$ cat config.mk
export PLATFORM = sky130hd
export DESIGN_NAME = byte_add_seq
export DESIGN_NICKNAME = d
export VERILOG_FILES = /design/src/rtl/byte_add_seq_pkg.sv /design/src/rtl/byte_add_seq.sv
export SDC_FILE = /design/constraint.sdc
export NUM_CORES = 1
export LEC_CHECK = 0
export CELL_PAD_IN_SITES_DETAIL_PLACEMENT = 0
export CELL_PAD_IN_SITES_GLOBAL_PLACEMENT = 1
export CORE_ASPECT_RATIO = 0.8
export CORE_MARGIN = 10
export CORE_UTILIZATION = 34
export DETAILED_ROUTE_END_ITERATION = 6
export PLACE_DENSITY = 0.77
export SLEW_MARGIN = 20
export SYNTH_ARGS = -nofsm -noshare
export SYNTH_HDL_FRONTEND = slang
export SYNTH_SLANG_ARGS = --single-unit
$ cat constraint.sdc
create_clock -name clk -period 1.85 [get_ports clk]
set_input_delay 0.2775 -clock clk [delete_from_list [all_inputs] [get_ports clk]]
set_output_delay 0.2775 -clock clk [all_outputs]
set_load 0.05 [all_outputs]
$ cat src/rtl/byte_add_seq_pkg.sv
// Shared widths, state encoding and sum-combine helper for the byte add sequencer.
package byte_add_seq_pkg;

    localparam int BYTE_W = 8;
    localparam int NIB_W  = 4;
    localparam int SUM_W  = 9;
    localparam int Q_W    = NIB_W + 1;

    localparam logic [1:0] ST_IDLE = 2'd0;
    localparam logic [1:0] ST_LOW  = 2'd1;
    localparam logic [1:0] ST_HIGH = 2'd2;
    localparam logic [1:0] ST_DONE = 2'd3;

    typedef enum logic [1:0] {
        IDLE = ST_IDLE,
        LOW  = ST_LOW,
        HIGH = ST_HIGH,
        DONE = ST_DONE
    } state_t;

    // High partial sum carries weight 16; the total tops out at 510, so 9 bits never overflow.
    function automatic logic [SUM_W-1:0] combine_sum(input logic [Q_W-1:0] q_hi,
                                                     input logic [Q_W-1:0] q_lo);
        return {q_hi, {NIB_W{1'b0}}} + SUM_W'(q_lo);
    endfunction

endpackage

$ cat src/rtl/byte_add_seq.sv
// Walks one operand byte pair through an external nibble adder, low half then high half,
// and presents the combined 9-bit sum on a valid/ready output.
//
// state | meaning
// IDLE  | ready for operands; latches in_a/in_b on in_valid
// LOW   | nibble adder sees low nibbles; capture low partial sum
// HIGH  | nibble adder sees high nibbles; form full sum
// DONE  | out_valid held until the consumer takes the sum
module byte_add_seq
    import byte_add_seq_pkg::*;
#(
    parameter int CNT_W = 8
) (
    input  logic                clk,
    input  logic                rst_n,
    input  logic                in_valid,
    output logic                in_ready,
    input  logic [BYTE_W-1:0]   in_a,
    input  logic [BYTE_W-1:0]   in_b,
    output logic [BYTE_W-1:0]   nib_a,
    output logic [BYTE_W-1:0]   nib_b,
    output logic                nib_ctrl,
    input  logic [Q_W-1:0]      nib_q,
    output logic                out_valid,
    input  logic                out_ready,
    output logic [SUM_W-1:0]    out_sum,
    output logic [CNT_W-1:0]    op_count
);

    state_t              state;
    logic [BYTE_W-1:0]   a_r;
    logic [BYTE_W-1:0]   b_r;
    logic [Q_W-1:0]      q_lo_r;
    logic [SUM_W-1:0]    sum_r;
    logic [CNT_W-1:0]    cnt_r;

    always_ff @(posedge clk or negedge rst_n) begin
        if (!rst_n) begin
            state  <= IDLE;
            a_r    <= '0;
            b_r    <= '0;
            q_lo_r <= '0;
            sum_r  <= '0;
            cnt_r  <= '0;
        end else begin
            case (state)
                IDLE: begin
                    if (in_valid) begin
                        a_r   <= in_a;
                        b_r   <= in_b;
                        state <= LOW;
                    end
                end
                LOW: begin
                    q_lo_r <= nib_q;
                    state  <= HIGH;
                end
                HIGH: begin
                    sum_r <= combine_sum(nib_q, q_lo_r);
                    state <= DONE;
                end
                DONE: begin
                    if (out_ready) begin
                        cnt_r <= cnt_r + CNT_W'(1);
                        state <= IDLE;
                    end
                end
                default: state <= IDLE;
            endcase
        end
    end

    // Handshake and adder-select outputs are pure decodes of the state register.
    assign in_ready  = (state == IDLE);
    assign out_valid = (state == DONE);
    assign nib_ctrl  = (state == HIGH);
    assign nib_a     = a_r;
    assign nib_b     = b_r;
    assign out_sum   = sum_r;
    assign op_count  = cnt_r;

endmodule

======== Word-level counts from Yosys, hierarchy flattened ========
Index checks and enable logic that the tools add are counted.
storage, ports and cells
  register bits ........................... 40
  input port bits ......................... 25
  output and inout port bits .............. 36
  logic and storage cells ................. 20
operators by class
  $add $sub $neg .......................... 2
  equality and inequality tests ........... 5
  mux-type cells .......................... 3
  reduce and logical (&&, ||, !) cells .... 4
operators with widths
  operator               number
  $add A9 B5 Y9          1
  $add A8 B1 Y8 const B  1
  $pmux W2 S4            1
  $reduce_and A2 Y1      3
  $eq A2 B2 Y1 const B   2
  $mux W2                2
  $eq A2 B1 Y1 const B   1
  $logic_not A2 Y1       1
  $ne A2 B1 Y1 const B   1
  $ne A2 B2 Y1 const B   1

======== Depth between registers and ports, before layout ========
Gate-level depths: netlist of run 1.
  depth in word-level cells ............... 3
  gate-level depth with buffers ........... 5
  gate-level depth less buffers ........... 5

======== Worst setup path after synthesis of run 1 ========
Ideal clock, no wire load.
  path kind ............................... register to register
  start ................................... register state[0]
  end ..................................... register sum_r[0], in the netlist out_sum[0]
  library setup time ...................... 0.125 ns
  arrival ................................. 1.632 ns
  data required time ...................... 1.725 ns
  slack ................................... 0.093 ns
  stages on the path, launching flop included .. 5
  path buffers ............................ 1
  period minus slack after synthesis ...... 1.757 ns
  path through ............................ dfrtp_1 > inv_1 > ha_1 > buf_2 > mux2_2
on the way
  word-level cells in the longest chain between the ends .. 1
ends and longest elaborated chain
  what                    RTL line            source
  start, declared         byte_add_seq.sv:30  state_t state;
  start signal, assigned  byte_add_seq.sv:39  state <= IDLE;
  start signal, assigned  byte_add_seq.sv:51  state <= LOW;
  start signal, assigned  byte_add_seq.sv:56  state <= HIGH;
  $eq A2 B2 Y1            n/a
  via nib_ctrl            byte_add_seq.sv:22  output logic nib_ctrl,
  end signal, assigned    byte_add_seq.sv:59  sum_r <= combine_sum(nib_q, q_lo_r);
  end, declared           byte_add_seq.sv:34  logic [SUM_W-1:0] sum_r;
The timed path passes the listed nets, and every way through them passes these cells.
A chain may end at the register's enable or synchronous reset.

======== Final worst setup path of run 1 ========
  start ................................... register cnt_r[7], in the netlist op_count[7]
  end ..................................... output op_count[7]
RTL lines
  what                    RTL line            source
  start, declared         byte_add_seq.sv:35  logic [CNT_W-1:0] cnt_r;
  start signal, assigned  byte_add_seq.sv:64  cnt_r <= cnt_r + CNT_W'(1);
  end, declared           byte_add_seq.sv:27  output logic [CNT_W-1:0] op_count
No word-level cell between the ends.

==> reports/results.ini, run 1 <==
[grt]
grt_pass1_wl_mm = 6.368
grt.overflow.total = 0
use_met1 = 0.1124
grt_use_met3 = 0.05311
antenna_found_initial = 0
grt_max_degree = 29
met2_usage = 0.1599
grt.busiest_layer = met2
grtUsageTotal = 0.09798
grt_pass1_vias = 1228

[die]
die_w_um = 97.98
dieArea_um2 = 8072
die_h_um = 82.39
core_area_um2 = 4652
start_util = 0.3556
rows = 22
ios = 61

[timing]
layout_min_cycle_time_ps = 1744
worstMarginPinSlew_ps = 625.1
rsz0062_at_grt = no
fin_crit_sh = 0.9427
slew_viol_final = 0
hold_viol_final = 0
setup_viol = 0
fin_skew_ps = 5.032
fmax_mhz = 573.4
max_slew_margin = 0.5833
fin_tns_setup_ps = 0

[cts]
cts-root-buf = clkbuf_8
clk_path_buf_depth = 2
post-cts-setup-buffer-count = 0
cts_tree = yes
cts.clk_slew.worst_paths_ps = 70
cts_buffers = 5
cts.sink_count = 40
clock_latency_ps = 280
h-tree-depth = 2

[detailed_routing]
drt-pass1-iter-count = 4
via_per_inst = 4.588
finalWirelength_mm = 3.922
route.detailed.drc = 0
vias = 1101
wl_per_cell_um = 16.34
final_antenna_net_count = 0
drt_iter0_markers = 27

[finish]
num-nets-final = 212
nFillCells = 401
drive_gt1_frac = 0.2778
num_antenna_cells = 0
multi_input_area_um2 = 628.1
final_area_um2 = 2404
area_delta_synth_final_pct = 45.31
seqCellArea_um2 = 1001

[placement]
numPortBuffers = 60
hpwl_mm = 3.115
placed_area_um2 = 2323
place.gp.congestion = 0.7427

[logic_synthesis]
ys_ff_latch = 40
synth_top_area_frac = 0.6051
synth_area_um2 = 1654
yosysSeqAreaShare = 0.6051
syn_nets = 145
syn_avg_cell_area_um2 = 14.64
ys_top_cells_by_area = dfrtp_1, mux2_2, ha_1
ys.warnings.count = 0
ys_types = 18
synthCells = 113
synth_area_leader_cell = dfrtp_1

[power]
seqPwrFrac = 0.303
p_leak_nw = 1.041
power_per_cell_area_nw_per_um2 = 2122
p_int_mw = 2.720
switchingPower_mw = 2.379
combPwrFrac = 0.593
clkPwrFrac = 0.104
vdd_drop_max_mv = 1.106
switching_share = 0.4665

[critical_path]
path_max_fanout = 2
crit_family = buffers and inverters
cp-start-kind = flop
crit_buf_inv = 1
crit_chain = clkdlybuf4s50_1
path_class = flop to output port
critical_path_arrival_ps = 1470
cp.required_ps = 1570
cp_slowest_stage_delay_ps = 820
end_kind = output port
crit_path_top_delay_cell = clkdlybuf4s50_1

[min_path]
min_path_type = input pin to asynchronous set/reset pin

[outcome]
status = finished clean

[run]
drv_cap = 0

==> cells in the final DEF (no fill, tap or decap), types with 2 or more instances in the layout <==
master and instances:
clkbuf_8 5, buf_4 10, ha_1 6, inv_1 3, a21oi_1 4, xor2_1 3
nand3_1 4, nor2_1 4, clkdlybuf4s50_1 49, nand2_1 2, nand4_1 3, mux2_2 29
dfrtp_1 40, xnor2_1 7, buf_12 2
==> cell families after synthesis <==
logic type,count (synthesis),share of synthesized area
flip-flops,40,0.6051
buffers and inverters,5,0.01664
AO/OA/AOI/OAI,5,0.01816
adder cells (fa/ha/maj),7,0.05295
AND/OR/NAND/NOR,17,0.05674
XOR/XNOR,10,0.05295
multiplexers,29,0.1974
==> layout make-up <==
cell class / instances / share of cell area
sequential: 40 / 0.4164
multi-input combinational: 68 / 0.2613
timing repair buffer: 62 / 0.2540
tap: 60 / 0.03123
clock buffer: 6 / 0.03019
inverter: 3 / 0.004685
clock inverter: 1 / 0.002082
==> cell usage after synthesis <==
| library cell | n |
|---|---|
| dfrtp_1 | 40 |
| mux2_2 | 29 |
| ha_1 | 7 |
| xnor2_1 | 7 |
| a21oi_1 | 4 |
| nand3_1 | 4 |
| nor2_1 | 4 |
| inv_1 | 3 |
| nand4_1 | 3 |
| xor2_1 | 3 |
| nand2_1 | 2 |
| and3_1 | 1 |
| and4_1 | 1 |
| buf_2 | 1 |
| buf_6 | 1 |
| nand2_4 | 1 |
| nor2b_1 | 1 |
| o32a_1 | 1 |
==> worst paths after layout <==
kind	slack, ps	to	cells after the start	startpoint
min in group clk	480	op_count[7]$_DFFE_PN0P_	1	op_count[7]$_DFFE_PN0P_
max in group asynchronous	1280	op_count[6]$_DFFE_PN0P_	2	rst_n
worst min-delay path	9	out_sum[7]$_DFFE_PN0P_	1	rst_n
worst max register to register	340	nib_a[1]$_DFFE_PN0P_	4	state[0]$_DFFE_PN0P_
worst max-delay path	110	op_count[7]	1	op_count[7]$_DFFE_PN0P_
worst min register to register	480	op_count[7]$_DFFE_PN0P_	1	op_count[7]$_DFFE_PN0P_
==> power groups by stage <==
stage               clock, mW  combinational [mW]  sequential [mW]
finish                  0.529                3.03             1.54
global route            0.606                3.18             1.60
CTS                     0.554                3.07             1.55
detailed placement          0                3.06             1.57
global placement            0                3.00             1.54
floorplan                   0               0.889             2.68
==> routing by layer <==
| layer | vias to the layer above | part of all wire | wire length (µm) |
|---|---|---|---|
| met2 | 44 | 0.48 | 1880 |
| li1 | 523 | - | - |
| met3 | 2 | 0.093 | 364 |
| met5 | - | 0 | 0 |
| met4 | 0 | 0.0010 | 4 |
| met1 | 532 | 0.43 | 1672 |
==> flip-flops by register name (all words and copies together), names as in the netlist <==
| signal | cells |
|---|---|
| out_sum | 9 |
| nib_a | 8 |
| state | 2 |
| nib_b | 8 |
| q_lo_r | 5 |
| op_count | 8 |
==> worst reg2reg max path, stage by stage (launching register included) <==
cell	delay [ps]
dfrtp_1	400
inv_1	80
ha_1	300
nand2_4	240
mux2_2	380
==> through the flow <==
step	worst slack [ps]	total power [mW]	std cells	util	hold slack, ps
after global routing	48.33	5.389	240	0.5167	45.82
after global placement	268.7	4.540	233	0.4995	321.5
after floorplan	93.37	3.565	113	-	-18.09
after CTS	3.130	5.175	240	0.5161	32.27
final	106.1	5.099	240	0.5167	9.142
after detailed placement	222.9	4.630	233	0.4995	335.8
==> what timing repair did <==
action | CTS | global route
hold buffers | 0 | 0
resized for setup | 0 | 1
endpoints found under the setup margin | 0 | 1
(Power assumes the default switching activity.)
==> run 2: changes to the inputs <==
--- a/config.mk
+++ b/config.mk
@@ -8,8 +8,9 @@
 export CELL_PAD_IN_SITES_DETAIL_PLACEMENT = 0
 export CELL_PAD_IN_SITES_GLOBAL_PLACEMENT = 1
 export CORE_ASPECT_RATIO = 0.8
-export CORE_MARGIN = 10
+export CORE_MARGIN = 4
 export CORE_UTILIZATION = 34
+export CTS_BUF_LIST = sky130_fd_sc_hd__clkbuf_8 sky130_fd_sc_hd__clkbuf_16
 export DETAILED_ROUTE_END_ITERATION = 6
 export PLACE_DENSITY = 0.77
 export SLEW_MARGIN = 20
==> run 2 against run 1 <==
Effect of this change:
- wire length decreased by 15%
- register-to-register slack got worse by 20 ps
- maximum frequency decreased by 0.80%
- utilization increased by 0.62 points
- critical path depth unchanged
- worst setup slack got worse by 14 ps
- non-clock buffer count decreased by 1
- critical path type unchanged
- highest routed layer unchanged
==> reports/results.ini, run 2 (synthesized netlist as in run 1, its figures left out) <==
[placement]
place_inst = 232
numPortBuffers = 60
place.gp.congestion = 0.7718
hpwl_mm = 2.516

[die]
die_w_um = 85.98
core_area_um2 = 4652
rows = 22
ios = 61
die_h_um = 70.39
start_util = 0.3556
dieArea_um2 = 6052

[timing]
max_slew_margin = 0.6517
fmax_mhz = 568.8
fin_tns_setup_ps = 0
setup_viol = 0
worstMarginPinSlew_ps = 520.9
layout_min_cycle_time_ps = 1758
slew_viol_final = 0
rsz0062_at_grt = no
hold_viol_final = 0
fin_skew_ps = 4.047
fin_crit_sh = 0.9502

[detailed_routing]
drt_iter0_markers = 32
drt-pass1-iter-count = 3
route.detailed.drc = 0
wl_per_cell_um = 13.90
vias = 1091
final_antenna_net_count = 0
via_per_inst = 4.565
finalWirelength_mm = 3.321

[finish]
final_cell_mix = clkdlybuf4s50_1, dfrtp_1, mux2_2
area_delta_synth_final_pct = 47.05
multi_input_area_um2 = 628.1
drive_gt1_frac = 0.2682
num-nets-final = 211
final_common_cell = clkdlybuf4s50_1
stdcell_count = 239
seqCellArea_um2 = 1001
largest_reg_flops = 9
num_antenna_cells = 0
nFillCells = 396

[critical_path]
rr_startpoint = state[0]$_DFFE_PN0P_
crit_chain = clkdlybuf4s50_1
end_kind = output port
cp_slowest_stage_delay_ps = 810
r2r_slack_ps = 320
crit_path_top_delay_cell = clkdlybuf4s50_1
cp.required_ps = 1570
cp-start-kind = flop
path_max_fanout = 3
worstRegToRegCells = 4
crit_buf_inv = 1
crit_family = buffers and inverters
r2r-end = state[1]$_DFFE_PN0P_
critical_path_arrival_ps = 1480
path_class = flop to output port

[min_path]
min_path_type = input pin to asynchronous set/reset pin

[grt]
grtUsageTotal = 0.1163
grt_max_degree = 41
grt.overflow.total = 0
grt_pass1_vias = 1184
antenna_found_initial = 0
grt_pass1_wl_mm = 5.561

[cts]
clock_latency_ps = 280
cts-root-buf = clkbuf_8
post-cts-setup-buffer-count = 0
clk_path_buf_depth = 2
cts.sink_count = 40
h-tree-depth = 2
cts_buffers = 5
cts.clk_slew.worst_paths_ps = 70
cts_tree = yes

[run]
drv_cap = 0

[outcome]
status = finished clean

[run 2: cell types whose count changed in the layout (fill, tap and decap cells not counted), sizes merged]
| cell | previous run | this run |
|---|---|---|
| clkdlybuf4s50 | 49 | 51 |
| clkbuf | 6 | 7 |
| clkinv | 1 | 0 |
| buf | 13 | 10 |
[run 2: final cells by class]
type,instances,share of cell area
inverter,3,0.004630
timing repair buffer,61,0.2551
multi-input combinational,68,0.2582
sequential,40,0.4115
tap,60,0.03086
clock buffer,7,0.03961
[run 2: how the worst max path moves through the flow]
stage                                        end  depth (start not counted)                    start  slack [ps]
after CTS                            op_count[3]                          1  op_count[3]$_DFFE_PN0P_          70
after detailed placement  out_sum[5]$_DFFE_PN0P_                          3     state[0]$_DFFE_PN0P_         230
after floorplan           out_sum[0]$_DFFE_PN0P_                          4     state[0]$_DFFE_PN0P_          90
after global routing                 op_count[3]                          1  op_count[3]$_DFFE_PN0P_          30
final                                op_count[3]                          1  op_count[3]$_DFFE_PN0P_          90
after global placement    out_sum[8]$_DFFE_PN0P_                          6                 nib_q[0]         270
[run 2: repair_timing]
action	in CTS	in global routing
endpoints found under the setup margin	1	0
gates resized for setup	1	0
hold buffers	0	0
[run 2: per-stage QoR]
stage	util	setup WS, ps	hold slack (ps)	instance area (µm²)
2_1_floorplan	-	93.37	-18.09	1654
3_5_place_dp	0.5016	234.0	365.1	2333
4_1_cts	0.5229	74.96	58.14	2432
6_report	0.5229	92.05	38.89	2432
5_1_grt	0.5229	29.03	82.58	2432
3_3_place_gp	0.5016	270.9	355.9	2333
[run 2: layer usage]
metal / GRT usage / routed length, µm / vias up
li1: - / - / 522
met1: 0.1481 / 1486 / 523
met2: 0.1805 / 1516 / 41
met3: 0.04835 / 282 / 5
met4: 0.03339 / 36 / 0
met5: 0 / 0 / -
Power of run 2 is left out: the tool's default activity adds up to more than one toggle a clock period on the data nets, which glitch-free logic cannot reach.
==> run 3: changes to the inputs <==
--- a/config.mk
+++ b/config.mk
@@ -5,6 +5,7 @@
 export SDC_FILE = /design/constraint.sdc
 export NUM_CORES = 1
 export LEC_CHECK = 0
+export ABC_AREA = 1
 export CELL_PAD_IN_SITES_DETAIL_PLACEMENT = 0
 export CELL_PAD_IN_SITES_GLOBAL_PLACEMENT = 1
 export CORE_ASPECT_RATIO = 0.8
@@ -12,7 +13,7 @@
 export CORE_UTILIZATION = 34
 export CTS_BUF_LIST = sky130_fd_sc_hd__clkbuf_8 sky130_fd_sc_hd__clkbuf_16
 export DETAILED_ROUTE_END_ITERATION = 6
-export PLACE_DENSITY = 0.77
+export PLACE_DENSITY = 0.78
 export SLEW_MARGIN = 20
 export SYNTH_ARGS = -nofsm -noshare
 export SYNTH_HDL_FRONTEND = slang
==> run 3 against run 2 <==
Effect of this change:
- worst hold slack improved by 1.5 ps
- count of clock-buffer cells in the layout did not move
- worst setup slack got worse by 21 ps
- cell count rose by 20%
- die area rose by 6.8%
- non-clock buffer count rose by 2
- global-route usage fell by 0.11 points
- critical path depth did not move
- critical endpoint is now op_count[2]
- clock skew rose by 5.3 ps
==> reports/results.ini, run 3 <==
[grt]
grt_pass1_vias = 1299
antenna_found_initial = 0
grt_pass1_wl_mm = 5.658
grtUsageTotal = 0.1152
grt_max_degree = 41
grt.overflow.total = 0

[critical_path]
path_max_fanout = 4
crit_family = buffers and inverters
crit_path_top_delay_cell = clkdlybuf4s50_1
cp-start-kind = flop
crit_buf_inv = 1
cp.required_ps = 1570
end_kind = output port
critical_path_arrival_ps = 1500
crit_chain = clkdlybuf4s50_1
cp_slowest_stage_delay_ps = 820
path_class = flop to output port

[finish]
fin_util = 0.5123
area_delta_synth_final_pct = 45.01
stdcell_count = 286
num_antenna_cells = 0
nFillCells = 458
num-nets-final = 255
final_cell_mix = clkdlybuf4s50_1, dfrtp_1, nand2_1
largest_reg_flops = 9
multi_input_area_um2 = 673.1
final_common_cell = clkdlybuf4s50_1
drive_gt1_frac = 0.1786
seqCellArea_um2 = 1001

[timing]
fmax_mhz = 562.1
setup_viol = 0
fin_skew_ps = 9.328
rsz0062_at_grt = no
worstMarginPinSlew_ps = 522.5
fin_tns_setup_ps = 0
fin_crit_sh = 0.9616
slew_viol_final = 0
layout_min_cycle_time_ps = 1779
hold_viol_final = 0
max_slew_margin = 0.6506

[placement]
place_inst = 278
place.gp.congestion = 0.7326
numPortBuffers = 60
hpwl_mm = 2.556

[logic_synthesis]
synth_area_leader_cell = dfrtp_1
ys_types = 20
post-synth-top-count-cell = dfrtp_1
synth_area_um2 = 1779
netlist_top_cells_count = dfrtp_1, nand2_1, inv_1
ys.warnings.count = 0
ys_ff_latch = 40
synth_top_area_frac = 0.5626
synth_ff_type = dfrtp_1
synthCells = 157
async_flop_share = 1.000
yosysSeqAreaShare = 0.5626
synth_edf_count = 0
syn_nets = 189
syn_avg_cell_area_um2 = 11.33
ys_top_cells_by_area = dfrtp_1, mux2_4, mux2_2

[cts]
cts_hold_buffers = 0
cts.sink_count = 40
cts-root-buf = clkbuf_8
post-cts-setup-buffer-count = 0
clock_latency_ps = 290
cts_tree = yes
clk_path_buf_depth = 2
h-tree-depth = 2
cts.clk_slew.worst_paths_ps = 80
cts_buffers = 5

[die]
start_util = 0.3533
die_w_um = 88.88
dieArea_um2 = 6461
core_area_um2 = 5036
die_h_um = 72.70
ios = 61
rows = 23

[detailed_routing]
drt_iter0_markers = 56
wl_per_cell_um = 12.03
final_antenna_net_count = 0
vias = 1246
finalWirelength_mm = 3.442
drt-pass1-iter-count = 4
route.detailed.drc = 0
via_per_inst = 4.357

[power]
power_per_cell_area_nw_per_um2 = 2066
p_leak_nw = 1.227
vdd_drop_max_mv = 0.9734

[run]
drv_cap = 0

[min_path]
min_path_type = input pin to asynchronous set/reset pin

[outcome]
status = finished clean

run 3: per-layer routing:
metal | track usage | routed length (µm) | vias to the layer above
met3 | 0.05305 | 321 | 5
met1 | 0.1405 | 1494 | 573
met2 | 0.1771 | 1576 | 37
met5 | 0 | 0 | -
li1 | - | - | 631
met4 | 0.04530 | 49 | 0
run 3: final timing paths:
| kind | from | to | slack, ps | cells past startpoint |
|---|---|---|---|---|
| setup / recovery | op_count[2]$_DFFE_PN0P_ | op_count[2] | 70 | 1 |
| hold / removal | rst_n | q_lo_r[1]$_DFFE_PN0N_ | 40 | 2 |
| setup reg to reg | state[0]$_DFFE_PN0P_ | nib_b[0]$_DFFE_PN0P_ | 400 | 4 |
| hold reg to reg | nib_b[2]$_DFFE_PN0P_ | nib_b[2]$_DFFE_PN0P_ | 500 | 1 |
| max in group asynchronous | rst_n | out_sum[4]$_DFFE_PN0P_ | 1450 | 2 |
| min in group clk | nib_b[2]$_DFFE_PN0P_ | nib_b[2]$_DFFE_PN0P_ | 500 | 1 |
run 3: what timing repair did:
item	4_1_cts	5_1_grt
endpoints found under the setup margin	0	1
hold endpoints to repair	0	0
gates resized for setup	0	1
run 3: cells by family (layout without fill, tap and decap cells):
logic type | Yosys count | count (layout) | synth area share
AND/OR/NAND/NOR | 49 | 49 | 0.1217
AO/OA/AOI/OAI | 14 | 14 | 0.04009
multiplexers | 20 | 20 | 0.1477
buffers and inverters | 23 | 90 | 0.05907
XOR/XNOR | 4 | 4 | 0.01969
adder cells (fa/ha/maj) | 7 | 7 | 0.04922
flip-flops | 40 | 40 | 0.5626
run 3: stage by stage:
| step | hold WS (ps) | power (mW) | setup slack (ps) | cell area [µm²] |
|---|---|---|---|---|
| 2_1_floorplan | -18.09 | 3.609 | 79.58 | 1779 |
| 3_3_place_gp | 377.2 | 4.589 | 269.8 | 2451 |
| 3_5_place_dp | 377.5 | 4.614 | 245.9 | 2451 |
| 4_1_cts | 54.31 | 5.414 | 32.00 | 2577 |
| 5_1_grt | 82.85 | 5.651 | 4.828 | 2580 |
| 6_report | 40.43 | 5.331 | 71.05 | 2580 |
run 3: report_power, final:
part           switching [mW]  total [mW]  internal, mW
Sequential              0.233        1.51          1.28
Clock                   0.293       0.769         0.476
Combinational            1.87        3.05          1.18
Total                    2.40        5.33          2.93
run 3: layout make-up:
cell class	instances	share of cell area
flip-flops and latches	40	0.3880
clock inverters	1	0.01164
clock buffers	7	0.03734
repair buffers	63	0.2444
inverters	19	0.02764
well taps	62	0.03007
multi-input cells	94	0.2609
